`src/rtl/pipe_pkg.sv`:
```
// rtl/pipe_pkg.sv - shared types and constants for the ID/EX operand stage
package pipe_pkg;

  localparam int XLEN = 32;
  localparam int OPW  = 4;
  localparam int RAW  = 5;

  localparam logic [OPW-1:0] ALU_AND = 4'd0;
  localparam logic [OPW-1:0] ALU_OR  = 4'd1;
  localparam logic [OPW-1:0] ALU_ADD = 4'd2;
  localparam logic [OPW-1:0] ALU_SUB = 4'd3;
  localparam logic [OPW-1:0] ALU_XOR = 4'd4;
  localparam logic [OPW-1:0] ALU_EQ  = 4'd8;

  // FWD_MEM takes the EX/MEM result, FWD_WB the MEM/WB writeback value
  typedef enum logic [1:0] {
    FWD_REG = 2'd0,
    FWD_MEM = 2'd1,
    FWD_WB  = 2'd2
  } fwd_sel_t;

  typedef struct packed {
    logic            valid;
    logic [RAW-1:0]  rs1;
    logic [RAW-1:0]  rs2;
    logic [RAW-1:0]  rd;
    logic [XLEN-1:0] rs1_data;
    logic [XLEN-1:0] rs2_data;
    logic [XLEN-1:0] imm;
    logic            alu_src;
    logic [OPW-1:0]  alu_op;
    logic            mem_read;
    logic            reg_write;
  } id_ex_t;

  function automatic logic [XLEN-1:0] fwd_mux(input fwd_sel_t sel,
                                              input logic [XLEN-1:0] reg_data,
                                              input logic [XLEN-1:0] exm_data,
                                              input logic [XLEN-1:0] mwb_data);
    case (sel)
      FWD_MEM: return exm_data;
      FWD_WB:  return mwb_data;
      default: return reg_data;
    endcase
  endfunction

endpackage

```
`src/rtl/forward_unit.sv`:
```
// rtl/forward_unit.sv - per-source forwarding select, EX/MEM over MEM/WB, x0 never forwarded
module forward_unit
  import pipe_pkg::*;
#(
  parameter int REG_ADDR_W = 5
) (
  input  logic [REG_ADDR_W-1:0] rs,
  input  logic [REG_ADDR_W-1:0] exm_rd,
  input  logic                  exm_reg_write,
  input  logic [REG_ADDR_W-1:0] mwb_rd,
  input  logic                  mwb_reg_write,
  output fwd_sel_t              sel
);

  always_comb begin
    sel = FWD_REG;
    if (exm_reg_write && (exm_rd != '0) && (exm_rd == rs)) begin
      sel = FWD_MEM;
    end else if (mwb_reg_write && (mwb_rd != '0) && (mwb_rd == rs)) begin
      sel = FWD_WB;
    end
  end

endmodule

```
`src/rtl/id_ex_operand_stage.sv`:
```
// rtl/id_ex_operand_stage.sv - ID/EX register, load-use bubble insertion and ALU operand forwarding
module id_ex_operand_stage
  import pipe_pkg::*;
#(
  parameter int DATA_WIDTH    = XLEN,
  parameter int OPCODE_LENGTH = OPW,
  parameter int REG_ADDR_W    = RAW
) (
  input  logic                     clk,
  input  logic                     reset,
  input  logic                     id_valid,
  input  logic [REG_ADDR_W-1:0]    id_rs1,
  input  logic [REG_ADDR_W-1:0]    id_rs2,
  input  logic [REG_ADDR_W-1:0]    id_rd,
  input  logic [DATA_WIDTH-1:0]    id_rs1_data,
  input  logic [DATA_WIDTH-1:0]    id_rs2_data,
  input  logic [DATA_WIDTH-1:0]    id_imm,
  input  logic                     id_alu_src,
  input  logic [OPCODE_LENGTH-1:0] id_alu_op,
  input  logic                     id_mem_read,
  input  logic                     id_reg_write,
  input  logic                     flush,
  input  logic [REG_ADDR_W-1:0]    exm_rd,
  input  logic                     exm_reg_write,
  input  logic [DATA_WIDTH-1:0]    exm_result,
  input  logic [REG_ADDR_W-1:0]    mwb_rd,
  input  logic                     mwb_reg_write,
  input  logic [DATA_WIDTH-1:0]    mwb_result,
  output logic                     stall,
  output logic                     ex_valid,
  output logic [DATA_WIDTH-1:0]    SrcA,
  output logic [DATA_WIDTH-1:0]    SrcB,
  output logic [OPCODE_LENGTH-1:0] Operation,
  output logic [DATA_WIDTH-1:0]    ex_store_data,
  output logic [REG_ADDR_W-1:0]    ex_rd,
  output logic                     ex_reg_write,
  output logic                     ex_mem_read
);

  id_ex_t   ex_q;
  fwd_sel_t sel_a;
  fwd_sel_t sel_b;
  logic [DATA_WIDTH-1:0] fwd_rs2;

  // A flush kills the dependent instruction anyway, so it must not also stall
  assign stall = id_valid && ex_q.valid && ex_q.mem_read && (ex_q.rd != '0) &&
                 ((ex_q.rd == id_rs1) || (ex_q.rd == id_rs2)) && !flush;

  always_ff @(posedge clk) begin
    if (reset) begin
      ex_q <= '0;
    end else if (flush || stall) begin
      ex_q <= '0;
    end else begin
      ex_q.valid     <= id_valid;
      ex_q.rs1       <= id_rs1;
      ex_q.rs2       <= id_rs2;
      ex_q.rd        <= id_rd;
      ex_q.rs1_data  <= id_rs1_data;
      ex_q.rs2_data  <= id_rs2_data;
      ex_q.imm       <= id_imm;
      ex_q.alu_src   <= id_alu_src;
      ex_q.alu_op    <= id_alu_op;
      ex_q.mem_read  <= id_valid && id_mem_read;
      ex_q.reg_write <= id_valid && id_reg_write;
    end
  end

  forward_unit #(.REG_ADDR_W(REG_ADDR_W)) u_fwd_a (
    .rs            (ex_q.rs1),
    .exm_rd        (exm_rd),
    .exm_reg_write (exm_reg_write),
    .mwb_rd        (mwb_rd),
    .mwb_reg_write (mwb_reg_write),
    .sel           (sel_a)
  );

  forward_unit #(.REG_ADDR_W(REG_ADDR_W)) u_fwd_b (
    .rs            (ex_q.rs2),
    .exm_rd        (exm_rd),
    .exm_reg_write (exm_reg_write),
    .mwb_rd        (mwb_rd),
    .mwb_reg_write (mwb_reg_write),
    .sel           (sel_b)
  );

  assign SrcA          = fwd_mux(sel_a, ex_q.rs1_data, exm_result, mwb_result);
  assign fwd_rs2       = fwd_mux(sel_b, ex_q.rs2_data, exm_result, mwb_result);
  assign SrcB          = ex_q.alu_src ? ex_q.imm : fwd_rs2;
  assign ex_store_data = fwd_rs2;
  assign Operation     = ex_q.alu_op;
  assign ex_valid      = ex_q.valid;
  assign ex_rd         = ex_q.rd;
  assign ex_reg_write  = ex_q.reg_write;
  assign ex_mem_read   = ex_q.mem_read;

endmodule
```
`config.mk`:
```
export PLATFORM = sky130hd
export DESIGN_NAME = id_ex_operand_stage
export DESIGN_NICKNAME = d
export VERILOG_FILES = /design/src/rtl/pipe_pkg.sv /design/src/rtl/forward_unit.sv /design/src/rtl/id_ex_operand_stage.sv
export SDC_FILE = /design/constraint.sdc
export NUM_CORES = 1
export LEC_CHECK = 0
export BUFFER_PORTS_ARGS = -buffer_cell sky130_fd_sc_hd__clkbuf_2
export CAP_MARGIN = 20
export CORE_UTILIZATION = 30
export CTS_BUF_LIST = sky130_fd_sc_hd__clkbuf_16
export DETAILED_ROUTE_END_ITERATION = 10
export GPL_TIMING_DRIVEN = 0
export PLACE_DENSITY = 0.54
export SLEW_MARGIN = 25
export SYNTH_ARGS = -nofsm -noshare
export SYNTH_HDL_FRONTEND = slang
export SYNTH_HIERARCHICAL = 1
export SYNTH_SLANG_ARGS = --single-unit
export TNS_END_PERCENT = 30
```
`constraint.sdc`:
```
create_clock -name clk -period 2.1 [get_ports clk]
set_input_delay 0 -clock clk [delete_from_list [all_inputs] [get_ports clk]]
set_output_delay 0 -clock clk [all_outputs]
set_load 0.02 [all_outputs]
```
## Word level (Yosys, flattened, before mapping)

Cells that the tools add are included.

| word-level totals | value |
|---|---|
| logic and storage cells | 48 |
| output and inout port bits | 109 |
| bits of input ports | 198 |
| bits in registers | 119 |

| operators by class | value |
|---|---|
| multiplexer cells | 7 |
| reductions and logical operators | 20 |
| equality and inequality tests | 10 |

Operators with widths:

| cell | count |
|---|---|
| $pmux 32 s2 | 2 |
| $mux 32 | 1 |
| $eq 5x5->1 | 6 |
| $reduce_bool 5->1 | 3 |
| $logic_and 1x1->1 | 13 |
| $mux 2 | 4 |
| $eq 2x1->1 const B | 2 |
| $eq 2x2->1 const B | 2 |
| $logic_or 1x1->1 | 2 |
| $reduce_or 2->1 | 1 |
| $logic_not 1->1 | 1 |

## Longest topological paths before layout

| depth | value |
|---|---|
| word-level depth | 8 |
| gate-level depth with buffers | 10 |
| mapped depth without buffers | 9 |

## Modules after synthesis

Netlist, hierarchy kept.

By module, submodules not included:

| module | area each (µm²) | sequential area each (µm²) | instances | cells each |
|---|---|---|---|---|
| id_ex_operand_stage | 5420.2 | 2382.3 | 1 | 687 |
| forward_unit | 151.4 | 0.0 | 2 | 20 |

## Least setup slack after synthesis

Ideal clock, no wire load.

| timing | value |
|---|---|
| kind | register to output |
| start | register ex_q[108] (netlist bit) |
| end | output SrcB[23] |
| arrival time | 2.389 ns |
| stages on the path, launching flop included | 10 |
| path buffers | 2 |
| data required time | 2.100 ns |
| setup slack | -0.289 ns |
| cells stage by stage | dfxtp_1 -> xnor2_1 -> nand2_1 -> a211oi_2 -> nor3_2 -> ha_1 -> buf_2 -> clkbuf_1 -> o21ai_0 -> mux2_2 |

| on the way | value |
|---|---|
| elaborated cells between the ends (all ways) | 10 |
| classes of those cells | 4 x eq/ne; 4 x mux; 2 x reduce/logical |

RTL lines:

| element | line | text |
|---|---|---|
| start, declared | id_ex_operand_stage.sv:40 | `id_ex_t ex_q;` |
| $eq 5x5->1 (*) | forward_unit.sv:17 | `if (exm_reg_write && (exm_rd != '0) && (exm_rd == rs)) begin` |
| $logic_and 1x1->1 (*) | forward_unit.sv:17 |  |
| $mux 2 (*) | forward_unit.sv:17 |  |
| net sel_b[0] | id_ex_operand_stage.sv:42 | `fwd_sel_t sel_b;` |
| $eq 2x2->1 / $eq 2x1->1 (equally long branches) | pipe_pkg.sv:40 | `case (sel)` |
| $pmux 32 s2 (*) | pipe_pkg.sv:40 |  |
| net ex_store_data[23] | id_ex_operand_stage.sv:34 | `output logic [DATA_WIDTH-1:0] ex_store_data,` |
| $mux 32 (*) | id_ex_operand_stage.sv:89 | `assign SrcB = ex_q.alu_src ? ex_q.imm : fwd_rs2;` |
| end, declared | id_ex_operand_stage.sv:32 | `output logic [DATA_WIDTH-1:0] SrcB,` |

The timed path passes the listed nets; every way through them passes the cells marked *.

## Worst setup path after layout

| timing | value |
|---|---|
| start | register ex_q[109] (netlist bit) |
| end | output SrcB[14] |

| on the way | value |
|---|---|
| word-level cells in the longest chain between the ends | 7 |
| elaborated cells between the ends (all ways) | 10 |
| classes of those cells | 4 x eq/ne; 4 x mux; 2 x reduce/logical |

Ends and longest elaborated chain:

| element | line | text |
|---|---|---|
| $eq 5x5->1 | forward_unit.sv:19 | `end else if (mwb_reg_write && (mwb_rd != '0) && (mwb_rd == rs)) begin` |
| $logic_and 1x1->1 | forward_unit.sv:19 |  |
| $mux 2 | forward_unit.sv:19 |  |
| $mux 2 (*) | forward_unit.sv:17 |  |
| net sel_b[1] | id_ex_operand_stage.sv:42 |  |
| $eq 2x2->1 / $eq 2x1->1 (equally long branches) | pipe_pkg.sv:40 |  |
| $pmux 32 s2 (*) | pipe_pkg.sv:40 |  |
| $mux 32 (*) | id_ex_operand_stage.sv:89 |  |

Marked as above.

==> results by group <==
Outcome
  – Status: complete, but fails checks
  – Failing checks: setup timing

Synthesis
  – Syn_area_per_cell: 7.87 um^2
  – Synth top area share: 41.6%
  – FF+latch count, synth: 119
  – Async SR Flop Fraction: 0%
  – Synthesized net count: 929
  – Synth cell types: 26
  – Register area share after synthesis: 41.6%
  – Post-synth EDFFs: 0
  – Cell Area, Synth: 5720 um^2
  – Main area contributors after synthesis: dfxtp_1 42%, nand2_1 12%, a21oi_1 10%
  – Largest area contributor in the netlist: dfxtp_1
  – Mapped Cells: 727
  – Synth Warn #: 6
  – Main synth FF type: dfxtp_1

Layout
  – Area grow syn2layout: 96.4%
  – Final #Nets: 1,402
  – Fillers: 1,587
  – Layout cells sized above 1: 50.7%

Worst hold path
  – Hold Crit Class: primary input to flop

Detailed routing
  – ANT nets after route: 0
  – Via/cell ratio: 4.98
  – Pre-antenna DRT Iters: 4
  – Post-Route WL: 27.2 mm
  – 1st-iter DRT viols: 384
  – DR WL/cell: 18.8 um
  – Post-route DRC violation count: 0
  – Routed via count: 7,222

Floorplan
  – Starting Density: 30.6%
  – Site Rows: 50
  – Full die area: 19,600 um^2
  – Chip height: 140 um
  – Chip Width: 140 um
  – CORE AREA: 18,700 um^2
  – Boundary pin count: 307

Clocking
  – Max Root-Sink Buffers: 2
  – H-tree Lvls: 4
  – Clock Tree Root: clkbuf_16
  – Sink Count: 119
  – CTS tree: done
  – CTS Buf Count: 17
  – Clock-pin slew on the worst setup and hold paths: 0.06 ns
  – Skew-Pair Late Insertion Delay: 0.41 ns

Global route
  – Vias in the first global route: 7,295
  – GRT Resource Usage Total: 26.9%
  – Initial antenna violation count: 3
  – Largest net degree at the start of global routing: 17
  – GRT overflow: 0
  – First-pass GRT wire length: 40.0 mm

Pwr
  – Peak VDD IR: 0.527 mV
  – Overall Power: 6.78 mW
  – PwrDens: 603 nW/um^2
  – Pleak: 4.93 nW

Timing
  – Final setup skew: 0.00972 ns
  – Hold Violations, Final: 0
  – Max-slew violations: 0
  – Fmax: 0.381 GHz
  – Setup TNS Final: -34.01 ns
  – Tcrit/Tclk final: 125%
  – Slew @ Worst Pin: 0.874 ns
  – RSZ-0062 raised after global routing: true
  – Final setup fails: 96
  – Fin Hold WS: 0.242 ns
  – Max_slew headroom: 41.6%
  – Final min period: 2.62 ns
  – Final worst slack: -0.524 ns

Setup path
  – Worst setup EP type: primary output
  – Worst path required time: 2.10 ns
  – Element type at the critical path start: flop
  – Crit Path Class: flop to primary output
  – Worst-path fanout max: 10
  – WP data arrival: 2.62 ns

Placed design
  – DP HPWL: 18.3 mm
  – Gpl congestion: 0.864
  – Port-buffer cells: 306

Job
  – Max Cap Viol: 0
-- cell usage in the layout (no fill, tap or decap), types with 5 or more instances in the layout --
cell,synthesis,layout
clkbuf_2,0,215
a21oi_1,120,119
dfxtp_1,119,111
o21ai_2,0,39
dfxtp_2,0,8
xnor2_1,20,18
buf_6,0,26
o21ai_4,0,6
a22oi_1,64,16
mux2_2,28,24
buf_12,0,5
dlygate4sd3_1,0,121
nand2_1,187,147
nor3_1,5,5
buf_8,0,6
a22oi_2,0,48
nand3_1,7,7
o21ai_1,0,19
xor2_1,6,6
buf_4,14,70
mux2_4,0,8
clkbuf_8,0,24
clkbuf_16,0,31
nand2_2,0,31
clkbuf_1,35,16
clkbuf_4,0,8
nand2_4,0,8
buf_2,25,23
-- routing by layer --
| layer | track usage (%) | routed length, um | share of wire, % | up-vias |
|---|---|---|---|---|
| met5 | 0 | 9 | 0.033 | - |
| met4 | 12.7 | 972 | 3.6 | 2 |
| met1 | 32.2 | 11500 | 42 | 3396 |
| met2 | 46.6 | 13400 | 49 | 288 |
| met3 | 4.89 | 1320 | 4.9 | 60 |
| li1 | - | - | - | 3476 |
-- critical path, stage by stage (launching register included) --
cell      delay [ns]
dfxtp_2         0.34
xor2_1          0.16
nor3_1          0.20
nand3_1         0.16
nor3_4          0.21
inv_2           0.07
ha_4            0.20
buf_8           0.16
a22oi_2         0.19
o21ai_4         0.10
mux2_2          0.27
clkbuf_4        0.17
-- metrics by stage --
stage / area (um^2) / setup slack (ns) / util [%] / std cells
4_1_cts: 10600 / -0.579 / 56.7 / 1436
3_3_place_gp: 7620 / -0.707 / 40.7 / 1267
3_5_place_dp: 7620 / -0.710 / 40.7 / 1267
6_report: 11200 / -0.524 / 60.1 / 1449
2_1_floorplan: 5800 / -0.109 / - / 727
5_1_grt: 11200 / -0.644 / 60.1 / 1449
-- final timing paths --
| path | start | endpoint | slack (ns) | cells after the start |
|---|---|---|---|---|
| setup / recovery | ex_q[109]$_SDFF_PP0_ | SrcB[14] | -0.52 | 11 |
| hold / removal | reset | ex_q[94]$_SDFF_PP0_ | 0.24 | 5 |
| setup reg to reg | ex_rd[1]$_SDFF_PP0_ | ex_mem_read$_SDFF_PP0_ | 0.18 | 6 |
| hold reg to reg | ex_valid$_SDFF_PP0_ | ex_q[95]$_SDFF_PP0_ | 0.88 | 4 |
-- kinds of logic (layout without fill, tap and decap cells) --
group	count (synthesis)	count (layout)	synth area share [%]
AOI/OAI and AO/OA	255	255	26.0
buffers and inverters	83	569	6.91
xor gates and xnor gates	26	26	3.98
DFF	119	119	41.6
muxes	32	32	6.30
and+or+nand+nor	208	208	14.3
adders and majority gates	4	4	0.875
other	0	2	0
-- power by group --
part           total, mW  internal, mW  switching [mW]
logic               1.29         0.655           0.634
clock network       3.09          1.99            1.11
registers           2.40          2.35          0.0467
-- cell usage after synthesis, types with 5 or more instances --
| cell type | count |
|---|---|
| nand2_1 | 187 |
| a21oi_1 | 120 |
| dfxtp_1 | 119 |
| a22oi_1 | 64 |
| o21ai_0 | 64 |
| clkbuf_1 | 35 |
| mux2_2 | 28 |
| buf_2 | 25 |
| xnor2_1 | 20 |
| buf_4 | 14 |
| nand3_1 | 7 |
| inv_1 | 6 |
| xor2_1 | 6 |
| nor3_1 | 5 |
-- repair_timing --
item,CTS,global route
cloned,5,4
pin swaps,23,16
hold endpoints to repair,119,0
setup buffers,12,8
resized for setup,272,200
hold buffers,121,0
setup endpoints to repair,96,96
-- final cells by class --
type | instances | area [um^2] | area share, %
multi-input combinational | 525 | 3680 | 32.7
antenna | 2 | 5.00 | 0.0445
tap | 234 | 293 | 2.60
timing repair buffer | 456 | 3480 | 30.9
clock inverter | 15 | 201 | 1.79
clock buffer | 17 | 425 | 3.78
sequential | 119 | 2390 | 21.3
inverter | 6 | 22.5 | 0.200
buffer | 75 | 746 | 6.63
-- registers in the layout (all words and copies together), names as in the netlist --
signal and cells:
Operation 4, ex_rd 5, ex_mem_read 1, ex_valid 1, ex_reg_write 1, ex_q 107
No activity file was read; power rests on OpenSTA's default activity.
